==> src/rtl/ppu_scroll_addr_if.sv <==
// Strobe/data bundle between the PPU register block and timing generator and
// the loopy scroll/VRAM address unit.
interface ppu_scroll_addr_if;
  logic        ctrl_wr;
  logic        scroll_wr;
  logic        addr_wr;
  logic        status_rd;
  logic        data_acc;
  logic [7:0]  din;
  logic        inc32;
  logic        rendering;
  logic        inc_hori;
  logic        inc_vert;
  logic        copy_hori;
  logic        copy_vert;
  logic [14:0] vram_addr;
  logic [13:0] ppu_mem_addr;
  logic [2:0]  fine_x;
  logic        write_toggle;

  modport master (
    output ctrl_wr, scroll_wr, addr_wr, status_rd, data_acc, din, inc32,
           rendering, inc_hori, inc_vert, copy_hori, copy_vert,
    input  vram_addr, ppu_mem_addr, fine_x, write_toggle
  );

  modport slave (
    input  ctrl_wr, scroll_wr, addr_wr, status_rd, data_acc, din, inc32,
           rendering, inc_hori, inc_vert, copy_hori, copy_vert,
    output vram_addr, ppu_mem_addr, fine_x, write_toggle
  );
endinterface

==> src/rtl/ppu_scroll_addr.sv <==
// Loopy scroll/VRAM address unit: holds t, v, fine X and the shared write
// toggle, applying CPU register writes and rendering-time increments/copies.
module ppu_scroll_addr (
  input  logic            clk,
  input  logic            rst,
  ppu_scroll_addr_if.slave bus
);

  logic [14:0] t_r, v_r, t_next_s, v_next_s, ren_s, hx_s, vy_s;
  logic [2:0]  x_r, x_next_s;
  logic        w_r, w_next_s;
  logic        acc_s, hinc_s, vinc_s;

  function automatic logic [14:0] inc_coarse_x(input logic [14:0] a);
    logic [14:0] r;
    r = a;
    if (a[4:0] == 5'd31) begin
      r[4:0] = 5'd0;
      r[10]  = ~a[10];
    end else begin
      r[4:0] = a[4:0] + 5'd1;
    end
    return r;
  endfunction

  function automatic logic [14:0] inc_y(input logic [14:0] a);
    logic [14:0] r;
    r = a;
    if (a[14:12] != 3'd7) begin
      r[14:12] = a[14:12] + 3'd1;
    end else begin
      r[14:12] = 3'd0;
      case (a[9:5])
        5'd29: begin
          r[9:5] = 5'd0;
          r[11]  = ~a[11];
        end
        // Coarse Y 30/31 index attribute memory; 31 wraps without a nametable flip.
        5'd31:   r[9:5] = 5'd0;
        default: r[9:5] = a[9:5] + 5'd1;
      endcase
    end
    return r;
  endfunction

  // Next-state logic for t, v, x and w.
  always_comb begin
    t_next_s = t_r;
    x_next_s = x_r;
    w_next_s = w_r;
    acc_s  = bus.data_acc & ~bus.addr_wr & ~bus.scroll_wr & ~bus.ctrl_wr;
    // A $2007 access while rendering bumps both X and Y (hardware glitch).
    hinc_s = bus.rendering & (bus.inc_hori | acc_s);
    vinc_s = bus.rendering & (bus.inc_vert | acc_s);
    hx_s   = inc_coarse_x(v_r);
    vy_s   = inc_y(v_r);

    if (bus.addr_wr) begin
      if (w_r) begin
        t_next_s[7:0] = bus.din;
      end else begin
        t_next_s[14:8] = {1'b0, bus.din[5:0]};
      end
      w_next_s = ~w_r;
    end else if (bus.scroll_wr) begin
      if (w_r) begin
        t_next_s[14:12] = bus.din[2:0];
        t_next_s[9:5]   = bus.din[7:3];
      end else begin
        t_next_s[4:0] = bus.din[7:3];
        x_next_s      = bus.din[2:0];
      end
      w_next_s = ~w_r;
    end else if (bus.ctrl_wr) begin
      t_next_s[11:10] = bus.din[1:0];
    end else begin
      t_next_s = t_r;
    end

    if (bus.status_rd) begin
      w_next_s = 1'b0;
    end else begin
      w_next_s = w_next_s;
    end

    ren_s = v_r;
    if (bus.copy_hori) begin
      ren_s[10]  = t_r[10];
      ren_s[4:0] = t_r[4:0];
    end else if (hinc_s) begin
      ren_s[10]  = hx_s[10];
      ren_s[4:0] = hx_s[4:0];
    end else begin
      ren_s[10]  = v_r[10];
    end
    if (bus.copy_vert) begin
      ren_s[14:11] = t_r[14:11];
      ren_s[9:5]   = t_r[9:5];
    end else if (vinc_s) begin
      ren_s[14:11] = vy_s[14:11];
      ren_s[9:5]   = vy_s[9:5];
    end else begin
      ren_s[9:5]   = v_r[9:5];
    end

    if (bus.addr_wr && w_r) begin
      v_next_s = {t_r[14:8], bus.din};
    end else if (bus.rendering) begin
      v_next_s = ren_s;
    end else if (acc_s) begin
      v_next_s = v_r + (bus.inc32 ? 15'd32 : 15'd1);
    end else begin
      v_next_s = v_r;
    end
  end

  // State registers with synchronous reset.
  always_ff @(posedge clk) begin
    if (rst) begin
      t_r <= 15'd0;
      v_r <= 15'd0;
      x_r <= 3'd0;
      w_r <= 1'b0;
    end else begin
      t_r <= t_next_s;
      v_r <= v_next_s;
      x_r <= x_next_s;
      w_r <= w_next_s;
    end
  end

  assign bus.vram_addr    = v_r;
  assign bus.ppu_mem_addr = v_r[13:0];
  assign bus.fine_x       = x_r;
  assign bus.write_toggle = w_r;

endmodule

==> src/flat_wrapper.sv <==
// flat-port wrapper written by rule: the top's interface ports become plain ports
module ppu_scroll_addr_flat 
  (clk, rst, bus_ctrl_wr, bus_scroll_wr, bus_addr_wr, bus_status_rd, bus_data_acc, bus_din, bus_inc32, bus_rendering, bus_inc_hori, bus_inc_vert, bus_copy_hori, bus_copy_vert, bus_vram_addr, bus_ppu_mem_addr, bus_fine_x, bus_write_toggle);
  ppu_scroll_addr_if bus_i ();
  input  logic clk;
  input  logic rst;
  input wire logic [$bits(bus_i.ctrl_wr)-1:0] bus_ctrl_wr;
  input wire logic [$bits(bus_i.scroll_wr)-1:0] bus_scroll_wr;
  input wire logic [$bits(bus_i.addr_wr)-1:0] bus_addr_wr;
  input wire logic [$bits(bus_i.status_rd)-1:0] bus_status_rd;
  input wire logic [$bits(bus_i.data_acc)-1:0] bus_data_acc;
  input wire logic [$bits(bus_i.din)-1:0] bus_din;
  input wire logic [$bits(bus_i.inc32)-1:0] bus_inc32;
  input wire logic [$bits(bus_i.rendering)-1:0] bus_rendering;
  input wire logic [$bits(bus_i.inc_hori)-1:0] bus_inc_hori;
  input wire logic [$bits(bus_i.inc_vert)-1:0] bus_inc_vert;
  input wire logic [$bits(bus_i.copy_hori)-1:0] bus_copy_hori;
  input wire logic [$bits(bus_i.copy_vert)-1:0] bus_copy_vert;
  output wire logic [$bits(bus_i.vram_addr)-1:0] bus_vram_addr;
  output wire logic [$bits(bus_i.ppu_mem_addr)-1:0] bus_ppu_mem_addr;
  output wire logic [$bits(bus_i.fine_x)-1:0] bus_fine_x;
  output wire logic [$bits(bus_i.write_toggle)-1:0] bus_write_toggle;
  assign bus_i.ctrl_wr = bus_ctrl_wr;
  assign bus_i.scroll_wr = bus_scroll_wr;
  assign bus_i.addr_wr = bus_addr_wr;
  assign bus_i.status_rd = bus_status_rd;
  assign bus_i.data_acc = bus_data_acc;
  assign bus_i.din = bus_din;
  assign bus_i.inc32 = bus_inc32;
  assign bus_i.rendering = bus_rendering;
  assign bus_i.inc_hori = bus_inc_hori;
  assign bus_i.inc_vert = bus_inc_vert;
  assign bus_i.copy_hori = bus_copy_hori;
  assign bus_i.copy_vert = bus_copy_vert;
  assign bus_vram_addr = bus_i.vram_addr;
  assign bus_ppu_mem_addr = bus_i.ppu_mem_addr;
  assign bus_fine_x = bus_i.fine_x;
  assign bus_write_toggle = bus_i.write_toggle;
  ppu_scroll_addr u_core (.clk(clk), .rst(rst), .bus(bus_i));
endmodule
==> config.mk <==
export PLATFORM = sky130hd
export DESIGN_NAME = ppu_scroll_addr_flat
export DESIGN_NICKNAME = d
export VERILOG_FILES = /design/src/rtl/ppu_scroll_addr_if.sv /design/src/rtl/ppu_scroll_addr.sv /design/src/flat_wrapper.sv
export SDC_FILE = /design/constraint.sdc
export NUM_CORES = 1
export LEC_CHECK = 0
export BUFFER_PORTS_ARGS = -buffer_cell sky130_fd_sc_hd__clkbuf_2
export CORE_UTILIZATION = 50
export CTS_BUF_LIST = sky130_fd_sc_hd__clkbuf_16
export CTS_CLUSTER_DIAMETER = 200
export CTS_CLUSTER_SIZE = 28
export DETAILED_ROUTE_END_ITERATION = 12
export PLACE_DENSITY = 0.85
export SKIP_LAST_GASP = 1
export SLEW_MARGIN = 0
export SYNTH_ARGS = -nofsm -noshare
export SYNTH_HDL_FRONTEND = slang
export SYNTH_SLANG_ARGS = --single-unit
==> constraint.sdc <==
create_clock -name clk -period 5.4 [get_ports clk]
set_clock_uncertainty 0.05 [all_clocks]
set_input_delay 1.08 -clock clk [delete_from_list [all_inputs] [get_ports clk]]
set_output_delay 1.08 -clock clk [all_outputs]
set_load 0.01 [all_outputs]
Yosys cells after proc, flatten, opt, wreduce, memory -nomap -nowiden. Cells that the tools add are included.

Flip-flop bits (word level): 34. Input bits: 21. Output and inout bits: 33. Logic and storage cells: 89.

Add/subtract/negate cells: 4. Equal/unequal tests: 13. Muxes and demuxes: 31. Bitwise operators: 13. Reduce and logical (&&, ||, !) cells: 17.

Operators by type and width (count): 2-to-1 mux 15 bit (4); 2-to-1 mux 5 bit (9); AND reduction 3 bit (6); != test 4 x 1 -> 1 bit, second input constant (4); adder 15 bit (1); == test 5 bit, second input constant (3); adder 5 x 1 -> 5 bit, second input constant (2); 2-to-1 mux 10 bit (1); 2-to-1 mux 3 bit (3); 2-to-1 mux 4 bit (2); 2-to-1 mux 8 bit (1); 2-to-1 mux 1 bit (7); 2-to-1 mux 7 bit (1); 2-to-1 mux 6 bit (1); inverter 1 bit (6); AND reduction 2 bit (3); nonzero test 2 bit (3); bitwise AND 1 bit (5); 2-to-1 mux 2 bit (2); != test 2 x 1 -> 1 bit, second input constant (2); != test 2 bit, second input constant (2); != test 4 bit, second input constant (1); AND reduction 4 bit (1); OR reduction 2 bit (2); 5 further kinds (6).

Depth between registers and ports, before layout. Gate-level depths: netlist of the first run.

Word-level depth: 10. Depth in mapped cells: 8.

Least setup slack after synthesis of the first run. OpenSTA, ideal clock, no wires.

Path kind: in2reg. Start: input bus_addr_wr. End: register u_core.v_r[7] (netlist: u_core.bus.vram_addr[7]). Library setup time: 0.100 ns. Arrival: 2.437 ns. Required time: 5.250 ns. Setup slack: 2.813 ns. Cell stages on the path: 7. Path buffers: 2. Cells stage by stage: or4b_1 > buf_2 > a21oi_2 > or2_2 > buf_6 > nor2_1 > a2111oi_4.

Cells in the longest elaborated chain, start to end: 8. Elaborated cells on any way between the ends: 12. Classes of those cells: 2 x eq/ne; 1 x mux; 6 x bitwise; 3 x reduce/logical.

Ends and longest elaborated chain: start: declaration (line flat_wrapper.sv:9) `input wire logic [$bits(bus_i.addr_wr)-1:0] bus_addr_wr;`; inverter 1 bit (no source line); bitwise AND 1 bit (3 in series) (line ppu_scroll_addr.sv:51) `acc_s = bus.data_acc & ~bus.addr_wr & ~bus.scroll_wr & ~bus.ctrl_wr;`; bitwise OR 1 bit (line ppu_scroll_addr.sv:54) `vinc_s = bus.rendering & (bus.inc_vert | acc_s);`; bitwise AND 1 bit (line ppu_scroll_addr.sv:54); != test 4 x 1 -> 1 bit (no source line); AND reduction 3 bit (no source line); end signal: assignment (line ppu_scroll_addr.sv:126) `v_r <= v_next_s;`; end: declaration (line ppu_scroll_addr.sv:9) `logic [14:0] t_r, v_r, t_next_s, v_next_s, ren_s, hx_s, vy_s;`.

Parallel ways exist; a longest one is shown, timed or not. A chain may end at the register's enable or synchronous reset.

Final worst setup path of the first run.
Start: input bus_addr_wr. End: register u_core.v_r[13] (netlist: u_core.bus.vram_addr[13]).

Cells in the longest elaborated chain, start to end: 8. Elaborated cells on any way between the ends: 11. Classes of those cells: 1 x eq/ne; 1 x mux; 6 x bitwise; 3 x reduce/logical.

Ends and longest elaborated chain (line): inverter 1 bit (no source line); bitwise AND 1 bit (3 in series) (ppu_scroll_addr.sv:51); bitwise OR 1 bit (ppu_scroll_addr.sv:54); bitwise AND 1 bit (ppu_scroll_addr.sv:54); != test 4 x 1 -> 1 bit (no source line); AND reduction 2 bit (no source line).

Parallel ways exist; a longest one is shown, timed or not.

==> impl_results.md, run 1 <==
- First-pass GRT wire length: a little over 10000 um
- Max-slew violations: 0
- Initial DRC Count: ~260
- Crit end category: flip-flop
- Largest area contributor in the netlist: dfxtp_1
- Worst setup margin: around 2.2 ns
- # setup viols final: 0
- Post-layout util: 0.5933
- Die H: 71.48 um
- Mapped Avg Cell Area: 7.786 um2
- Via count: around 2.4k
- Leakage: 1.154 nW
- Mapped Cells: 310
- Sink Count: 34
- Depth of the CTS H-tree: 2
- GR Util All Layers: 0.2558
- Most numerous cell in the Yosys netlist: nor2_1
- Placed cell count: 379
- Routed WL: 6079 um
- Crit path launch type: primary input
- CTS buffer count: 5
- Cell Pwr Density: roughly 270 nW/um2
- Num ports: 54
- Worst VDD drop: 0.2314 mV
- Top cells by count, synth: nor2_1 (35), dfxtp_1 (34), a21oi_1 (31), a211oi_1 (21), nand2_1 (19)
- Post-synth top area share: 0.2820
- Grt ovf: 0
- Layout cell share with drive strength beyond 1: 0.2096
- Yosys reg bits: 34
- Vias per inst: 6.194
- CTS root buffer: clkbuf_16
- Post-CTS setup buffer count: 0
- Post-synthesis sequential area ratio: 0.2820
- Fin crit share: 0.5977
- Post-route setup TNS: 0 ns
- Clock Latency Late Sink: around 0.28 ns
- Crit path required time: 5.53 ns
- Layout Cells excl Fill: 386
- Remaining DRCs: 0
- Fillers: around 410
- Post-DP HPWL: 4490 um
- Core footprint: 4504 um2
- Final antenna-violating net count: 0
- Initial DRT Pass Iterations: 5
- Post-synth EDFFs: 0
- Hold Vio Cnt, Final: 0
- CTS max path bufs: 2
- Least-Margin Pin Slew: 0.8086 ns
- Input/output buffers: 53
- Area Overhead vs Synth: 10.73%
- Syn Std Cell Area: 2414 um2
- Synth Flop Type: dfxtp_1
- WP data arrival: 3.35 ns
- Reg clk slew, reported paths: 0.05 ns
- Rows: 24
- Critical path peak fanout: 24
- Max Cap Viol: 0
- Ys async rst share: 0
- Ranking of synthesized cells by area: dfxtp_1 (28%), a211oi_1 (6.5%), a21oi_1 (6.4%), ha_1 (6.2%), nor2_1 (5.4%)
- YS warnings: 0
- Max Freq: 0.3098 GHz
- Initial antenna violation count: 0
- RSZ-0062 raised after global routing: false
- Minimum clock period: between 3 and 4 ns
- Status: complete, no violations
- Multi-input gate area in the final layout: 1496 um2
- Crit path kind: primary input to flip-flop
- Hold WC Path Type: flip-flop to flip-flop
- Register area: 680.7 um2
- Vias in the first global route: 2058
- Die ar.: 5109 um2
- Hold_buf cts: 0
- Final nets: between 300 and 400
- Slew HR: 0.4610
- GP Congestion: 0.9280
- Cts repair resizes: 0
- Mapped Nets: 343
- Die X: about 71 um
- Worst slack, placed: 1.950 ns
- Per-cell routed wire length: 15.75 um
- ANT cells: 0
- Starting Density: 0.5358
- Distinct cells, synth: 51
- CTS tree: yes
- Largest net degree at the start of global routing: 37
-- critical path, cell delays in order --
cell	delay, ns
clkbuf_2	0.37
ha_1	0.73
inv_1	0.36
mux2_2	0.36
nor2_1	0.12
nand2_1	0.07
o221a_2	0.26
-- registers in the layout, indices dropped and copies added, names as in the netlist --
signal / count
u_core.bus.vram_addr: 15
u_core.t_r: 15
u_core.bus.fine_x: 3
u_core.bus.write_toggle: 1
-- cell usage in the layout (no fill, tap or decap), drive strengths merged, types with 5 or more instances in the layout --
cell    instances
clkbuf         58
nor2           35
dfxtp          34
a21oi          32
a211oi         21
nand2          19
nand3          13
o21ai          12
ha             12
inv             8
nor3            7
nor2b           7
mux2i           7
and3            6
xnor2           5
-- where the power goes --
part | internal, mW | switching [mW]
clock | 0.166 | 0.103
combinational | 0.0687 | 0.0971
sequential | 0.272 | 0.0272
total | 0.507 | 0.227
-- kinds of logic after synthesis --
logic type / synth area share
xor+xnor: 0.03266
simple gates: 0.2089
buf+inv: 0.09798
compound gates: 0.2779
fa+ha+maj: 0.06221
mux: 0.03836
flops: 0.2820
-- through the flow --
stage	hold WS, ns	cell area (um2)	total power, mW
6_report	0.4092	2673	0.7345
5_1_grt	0.4472	2673	0.7713
4_1_cts	0.4083	2673	0.7348
3_5_place_dp	0.4005	2537	0.4675
3_3_place_gp	0.3960	2537	0.4630
2_1_floorplan	0.4095	2414	0.4273
-- layer usage --
metal,track usage,up-vias,wire (um),share of wire
met4,0.1002,0,106,0.017
met3,0.05626,11,477,0.078
met5,0,-,0,0
li1,-,1166,-,-
met1,0.3632,1093,2744,0.45
met2,0.3788,121,2750,0.45
-- final timing paths --
| check | start | to | slack (ns) | cells past startpoint |
|---|---|---|---|---|
| worst max-delay path | bus_addr_wr | u_core.bus.vram_addr[13] | 2.17 | 7 |
| worst min register to register | u_core.bus.fine_x[2] | u_core.bus.fine_x[2] | 0.41 | 2 |
| worst min-delay path | u_core.bus.fine_x[2] | u_core.bus.fine_x[2] | 0.41 | 2 |
| worst max register to register | u_core.bus.write_toggle | u_core.bus.vram_addr[13] | 3.04 | 6 |
-- area by class of cell --
type / count / share of cell area
clock buffer: 5 / 0.04682
inverter: 8 / 0.01124
clock inverter: 2 / 0.003745
multi-input combinational: 232 / 0.5599
sequential: 34 / 0.2547
tap: 52 / 0.02434
timing repair buffer: 53 / 0.09925
Note: power is estimated with default switching activity, not from simulation.
==> run 2, diff against run 1 <==
==> constraint.sdc (replaced) <==
create_clock -name clk -period 3.4 [get_ports clk]
set_clock_uncertainty 0.05 [all_clocks]
set_input_delay 0.68 -clock clk [delete_from_list [all_inputs] [get_ports clk]]
set_output_delay 0.68 -clock clk [all_outputs]
set_load 0.01 [all_outputs]
==> impl_results.md, run 2 (synthesis results as in run 1) <==
- Status: complete, no violations
- Vias per inst: 6.216
- Remaining DRCs: 0
- Die X: 71.48 um
- Hold WC Path Type: flip-flop to flip-flop
- Worst VDD drop: roughly 0.24 mV
- Layout cell share with drive strength beyond 1: 0.2166
- Max Freq: between 0.4 and 0.5 GHz
- Sink Count: 34
- ANT cells: 0
- Layout Cells excl Fill: 389
- Crit path launch type: primary input
- Critical path peak fanout: 9
- Fillers: 416
- Post-DP HPWL: ~4500 um
- Commonest non-fill, non-tap cell in the layout: clkbuf_2
- Largest net degree at the start of global routing: 37
- Rows: 24
- Stages on the worst setup path: 9
- RSZ-0062 raised after global routing: false
- Vias in the first global route: around 2.1k
- Crit path required time: 3.51 ns
- Crit path buf inv count: 2
- Input/output buffers: 53
- Routed WL: 6234 um
- Placed cell count: 381
- Multi-input gate area in the final layout: between 1000 and 1500 um2
- Critical-path cell list: clkbuf_2, inv_1, ha_1, ha_1, nand3_1, o21bai_2, mux2_2, o211ai_1, a31oi_1
- Die H: a little over 70 um
- Clock Latency Late Sink: 0.28 ns
- Initial DRC Count: between 200 and 250
- Core footprint: roughly 4500 um2
- Fin crit share: 0.6653
- Least-Margin Pin Slew: 0.7895 ns
- Max-slew violations: 0
- Hold Vio Cnt, Final: 0
- Leakage: 1.164 nW
- Post-CTS setup buffer count: 0
- Cell Pwr Density: 442.8 nW/um2
- Post-route setup TNS: 0 ns
- Starting Density: 0.5358
- Die ar.: 5109 um2
- GR Util All Layers: 0.2556
- Hold_buf cts: 0
- CTS tree: yes
- Num ports: 54
- Minimum clock period: 2.262 ns
- GP Congestion: 0.9394
- Max incr delay on CP: 0.40 ns
- Final antenna-violating net count: 0
- CTS buffer count: 5
- Reg clk slew, reported paths: 0.06 ns
- WP data arrival: 2.38 ns
- Top cell by count, worst path: ha_1
- Slowest CP cell: o21bai_2
- Cts repair resizes: 0
- Crit path max-delay family: compound AO/OA/AOI/OAI gates
- Initial antenna violation count: 0
- Depth of the CTS H-tree: 2
- Per-cell routed wire length: 16.03 um
- Commonest cells after routing, fill and taps aside: clkbuf_2 (53), nor2_1 (35), dfxtp_1 (34)
- Final nets: approximately 370
- Grt ovf: 0
- First-pass GRT wire length: 10230 um
- Initial DRT Pass Iterations: 5
- Crit path kind: primary input to flip-flop
- CTS max path bufs: 2
- Max Cap Viol: 0
- Via count: 2418
- Slew HR: 0.4736
- # setup viols final: 0
- Area Overhead vs Synth: 11.82%
- FF-to-FF path depth: 7
- Register area: 680.7 um2
- Hold Path Stages: 2
- Crit end category: flip-flop
- CTS root buffer: clkbuf_16
-- run 2: cell types whose count changed in the layout (fill, tap and decap cells not counted), sizes merged --
cell / before / now
clkinvlp: 0 / 1
buf: 0 / 2
-- run 2: worst paths after layout --
path / startpoint / endpoint / slack (ns)
max: bus_inc32 / u_core.bus.vram_addr[10] / 1.14
min: u_core.bus.fine_x[2] / u_core.bus.fine_x[2] / 0.42
max reg2reg: u_core.bus.vram_addr[0] / u_core.bus.vram_addr[10] / 1.18
min reg2reg: u_core.bus.fine_x[2] / u_core.bus.fine_x[2] / 0.42
-- run 2: worst register-to-register path, delay by kind of cell (launching register included) --
family	cells	cell delay, ns
AOI/OAI and AO/OA	3	0.67
adders and majority gates	2	0.39
DFF	1	0.44
muxes	1	0.39
and+or+nand+nor	1	0.16
-- run 2: per-layer routing --
metal  wire [um]  GRT usage
met4          82    0.07625
met2        2804     0.4000
met1        2737     0.3412
met5           0          0
met3         610    0.07736
-- run 2: cell type report --
type | count | share of cell area
Multi-Input combinational cell | 232 | 0.5545
Sequential cell | 34 | 0.2522
Timing Repair Buffer | 55 | 0.1038
Clock buffer | 5 | 0.04636
Tap cell | 52 | 0.02411
Inverter | 8 | 0.01113
Clock inverter | 3 | 0.007881
-- run 2: power by group --
part,total [mW],switching [mW],internal [mW],leakage [nW]
Clock,0.452,0.182,0.271,0.0698
Sequential,0.478,0.0458,0.432,0.280
Combinational,0.265,0.154,0.110,0.814
-- run 2: metrics by stage --
step | power [mW] | hold WS [ns] | setup slack (ns) | util | instance area, um2
after global placement | 0.7387 | 0.3961 | 0.9261 | 0.5667 | 2552
after detailed placement | 0.7447 | 0.4052 | 0.8920 | 0.5667 | 2552
after floorplan | 0.6786 | 0.4095 | 1.213 | - | 2414
after CTS | 1.195 | 0.4158 | 1.183 | 0.5992 | 2699
after global routing | 1.256 | 0.4392 | 0.9999 | 0.5992 | 2699
final | 1.195 | 0.4168 | 1.138 | 0.5992 | 2699
==> run 3, diff against run 2 <==
--- a/config.mk
+++ b/config.mk
@@ -5,13 +5,14 @@
 export SDC_FILE = /design/constraint.sdc
 export NUM_CORES = 1
 export LEC_CHECK = 0
+export ABC_AREA = 1
 export BUFFER_PORTS_ARGS = -buffer_cell sky130_fd_sc_hd__clkbuf_2
 export CORE_UTILIZATION = 50
 export CTS_BUF_LIST = sky130_fd_sc_hd__clkbuf_16
 export CTS_CLUSTER_DIAMETER = 200
 export CTS_CLUSTER_SIZE = 28
 export DETAILED_ROUTE_END_ITERATION = 12
-export PLACE_DENSITY = 0.85
+export PLACE_DENSITY = 0.84
 export SKIP_LAST_GASP = 1
 export SLEW_MARGIN = 0
 export SYNTH_ARGS = -nofsm -noshare
==> constraint.sdc (replaced) <==
create_clock -name clk -period 2.27 [get_ports clk]
set_clock_uncertainty 0.05 [all_clocks]
set_input_delay 0.454 -clock clk [delete_from_list [all_inputs] [get_ports clk]]
set_output_delay 0.454 -clock clk [all_outputs]
set_load 0.01 [all_outputs]
==> impl_results.md, run 3 <==
- CTS buffer count: 5
- Slowest CP cell: dfxtp_1
- Total power draw: 1.822 mW
- Mapped Cells: 390
- Starting Density: 0.5326
- Die ar.: 5456 um2
- Hold Vio Cnt, Final: 0
- Slew HR: 0.6349
- Input/output buffers: 53
- Ys async rst share: 0
- Synth Flop Type: dfxtp_1
- Most numerous cell in the Yosys netlist: nand2_1
- Remaining DRCs: 0
- Post-synthesis compound-gate area fraction: 0.2180
- Largest net degree at the start of global routing: 23
- Cts repair resizes: 0
- Layout cell share with drive strength beyond 1: 0.2431
- Simple-gate share of the synthesized area: 0.3222
- Synth Area in XOR/XNOR: 0.01017
- Share of power burned in registers: 0.396
- Hold WC Path Type: primary input to flip-flop
- Grt ovf: 0
- Clock power frac: 0.361
- Crit path buf inv count: 0
- Yosys reg bits: 34
- Main combinational cell family by area after synthesis: simple AND/OR/NAND/NOR gates
- Post-DP HPWL: 5302 um
- ANT cells: 0
- First-pass GRT wire length: 11360 um
- Status: complete, no violations
- Sink Count: 34
- Crit path launch type: flip-flop
- Mapped Nets: 423
- Die H: 73.87 um
- Largest area contributor in the netlist: dfxtp_1
- Initial DRC Count: 192
- Adder-Cell Fraction of Synth Area: 0.05814
- Post-CTS setup buffer count: 0
- Least-Margin Pin Slew: 0.5471 ns
- Sw Pwr: 0.6037 mW
- Num ports: 54
- Reg clk slew, reported paths: about 0.060 ns
- Post-synth top area share: 0.2636
- Cell Pwr Density: 619.5 nW/um2
- CTS tree: yes
- Commonest cells after routing, fill and taps aside: nand2_1 (89), clkbuf_2 (53), o21ai_0 (35)
- WP data arrival: 1.97 ns
- Final antenna-violating net count: 0
- Distinct cells, synth: 40
- Leakage: 1.385 nW
- Crit path required time: 2.39 ns
- Logic gate share of total power: 0.243
- GR Util All Layers: 0.2765
- Critical-path cell list: ha_1, ha_1, nand3_2, o21bai_4, nand3_1, nand2_1, nand3_1, nand2_1, a21oi_1
- Minimum clock period: 1.856 ns
- Die X: about 74 um
- Max incr delay on CP: 0.42 ns
- Fin crit share: 0.8177
- Max-slew violations: 0
- Vias in the first global route: 2447
- Ranking of synthesized cells by area: dfxtp_1 (26%), nand2_1 (13%), o21ai_0 (6.8%), a21oi_1 (6.0%), ha_1 (5.8%)
- Post-synthesis mux area share: 0
- Final nets: 464
- Per-cell routed wire length: 14.02 um
- Max Cap Viol: 0
- Via count: 2735
- Depth of the CTS H-tree: 2
- Top cells by count, synth: nand2_1 (89), o21ai_0 (35), dfxtp_1 (34), inv_1 (33), nor2_1 (33)
- Internal power: 1.218 mW
- Rows: 25
- Initial DRT Pass Iterations: 6
- YS warnings: 0
- Syn Std Cell Area: 2582 um2
- RSZ-0062 raised after global routing: false
- Clock Latency Late Sink: 0.28 ns
- Crit end category: flip-flop
- CTS root buffer: clkbuf_16
- Post-synth EDFFs: 0
- CTS max path bufs: 2
- Crit path kind: flip-flop to flip-flop
- Commonest non-fill, non-tap cell in the layout: nand2_1
- Area Overhead vs Synth: 13.90%
- Critical path peak fanout: 10
- Crit path max-delay family: simple AND/OR/NAND/NOR gates
- Routed WL: 6997 um
- GP Congestion: ~0.91
- Core footprint: 4848 um2
- Mapped Avg Cell Area: 6.622 um2
- Sw Ratio: 0.3313
- # setup viols final: 0
- Post-synthesis sequential area ratio: 0.2636
- Worst VDD drop: 0.4343 mV
- Max Freq: 0.5388 GHz
- Hold_buf cts: 0
- Initial antenna violation count: 0
- Vias per inst: 5.481
- Post-route setup TNS: 0 ns
## run 3: cell types whose count changed after synthesis, sizes merged, moves of 7 or more
cell | before | now
o21ai | 12 | 39
nand2 | 19 | 99
a211oi | 21 | 1
nand3 | 13 | 31
inv | 8 | 39
clkbuf | 13 | 4
a31oi | 4 | 14
nor2b | 7 | 0
mux2i | 7 | 0
## run 3: power groups by stage
| stage | combinational, mW | clock [mW] | sequential, mW |
|---|---|---|---|
| 2_1_floorplan | 0.320 | 0 | 0.725 |
| 3_3_place_gp | 0.432 | 0 | 0.730 |
| 3_5_place_dp | 0.437 | 0 | 0.733 |
| 4_1_cts | 0.440 | 0.658 | 0.721 |
| 5_1_grt | 0.499 | 0.692 | 0.730 |
| 6_report | 0.443 | 0.657 | 0.722 |
## run 3: worst paths after layout
check	end	slack (ns)	startpoint	cells after the start
setup / recovery	u_core.bus.vram_addr[12]	0.41	u_core.bus.vram_addr[0]	9
hold / removal	u_core.bus.write_toggle	0.30	bus_status_rd	2
setup reg to reg	u_core.bus.vram_addr[12]	0.41	u_core.bus.vram_addr[0]	9
hold reg to reg	u_core.t_r[14]	0.44	u_core.t_r[14]	2
## run 3: cell families after synthesis
kind of cell | count (synthesis)
AO/OA/AOI/OAI | 96
XOR/XNOR | 3
buffers and inverters | 65
adder cells (fa/ha/maj) | 12
flip-flops | 34
AND/OR/NAND/NOR | 180
## run 3: area by class of cell
type	instances	area, um2
fillers	457	1907
multi-input cells	291	1572
flip-flops and latches	34	680.7
repair buffers	59	310.3
inverters	40	157.7
clock buffers	5	125.1
well taps	67	83.83
clock inverters	3	12.51
## run 3: metal layers
metal  vias to the layer above  GRT usage  wire length (um)
met3                        14    0.05350               550
met2                       131     0.4659              3336
li1                       1376          -                 -
met1                      1214     0.3481              3000
met4                         0     0.1026               108
met5                         -          0                 0
## run 3: stage by stage
stage / instances / instance area, um2 / worst slack, ns / hold slack, ns / util
6_report: 499 / 2942 / 0.4139 / 0.2966 / 0.6067
5_1_grt: 499 / 2942 / 0.2803 / 0.3033 / 0.6067
4_1_cts: 499 / 2942 / 0.3998 / 0.2937 / 0.6067
3_5_place_dp: 491 / 2804 / 0.2642 / 0.4350 / 0.5783
3_3_place_gp: 491 / 2804 / 0.3322 / 0.4189 / 0.5783
2_1_floorplan: 390 / 2582 / 0.4912 / 0.4213 / -
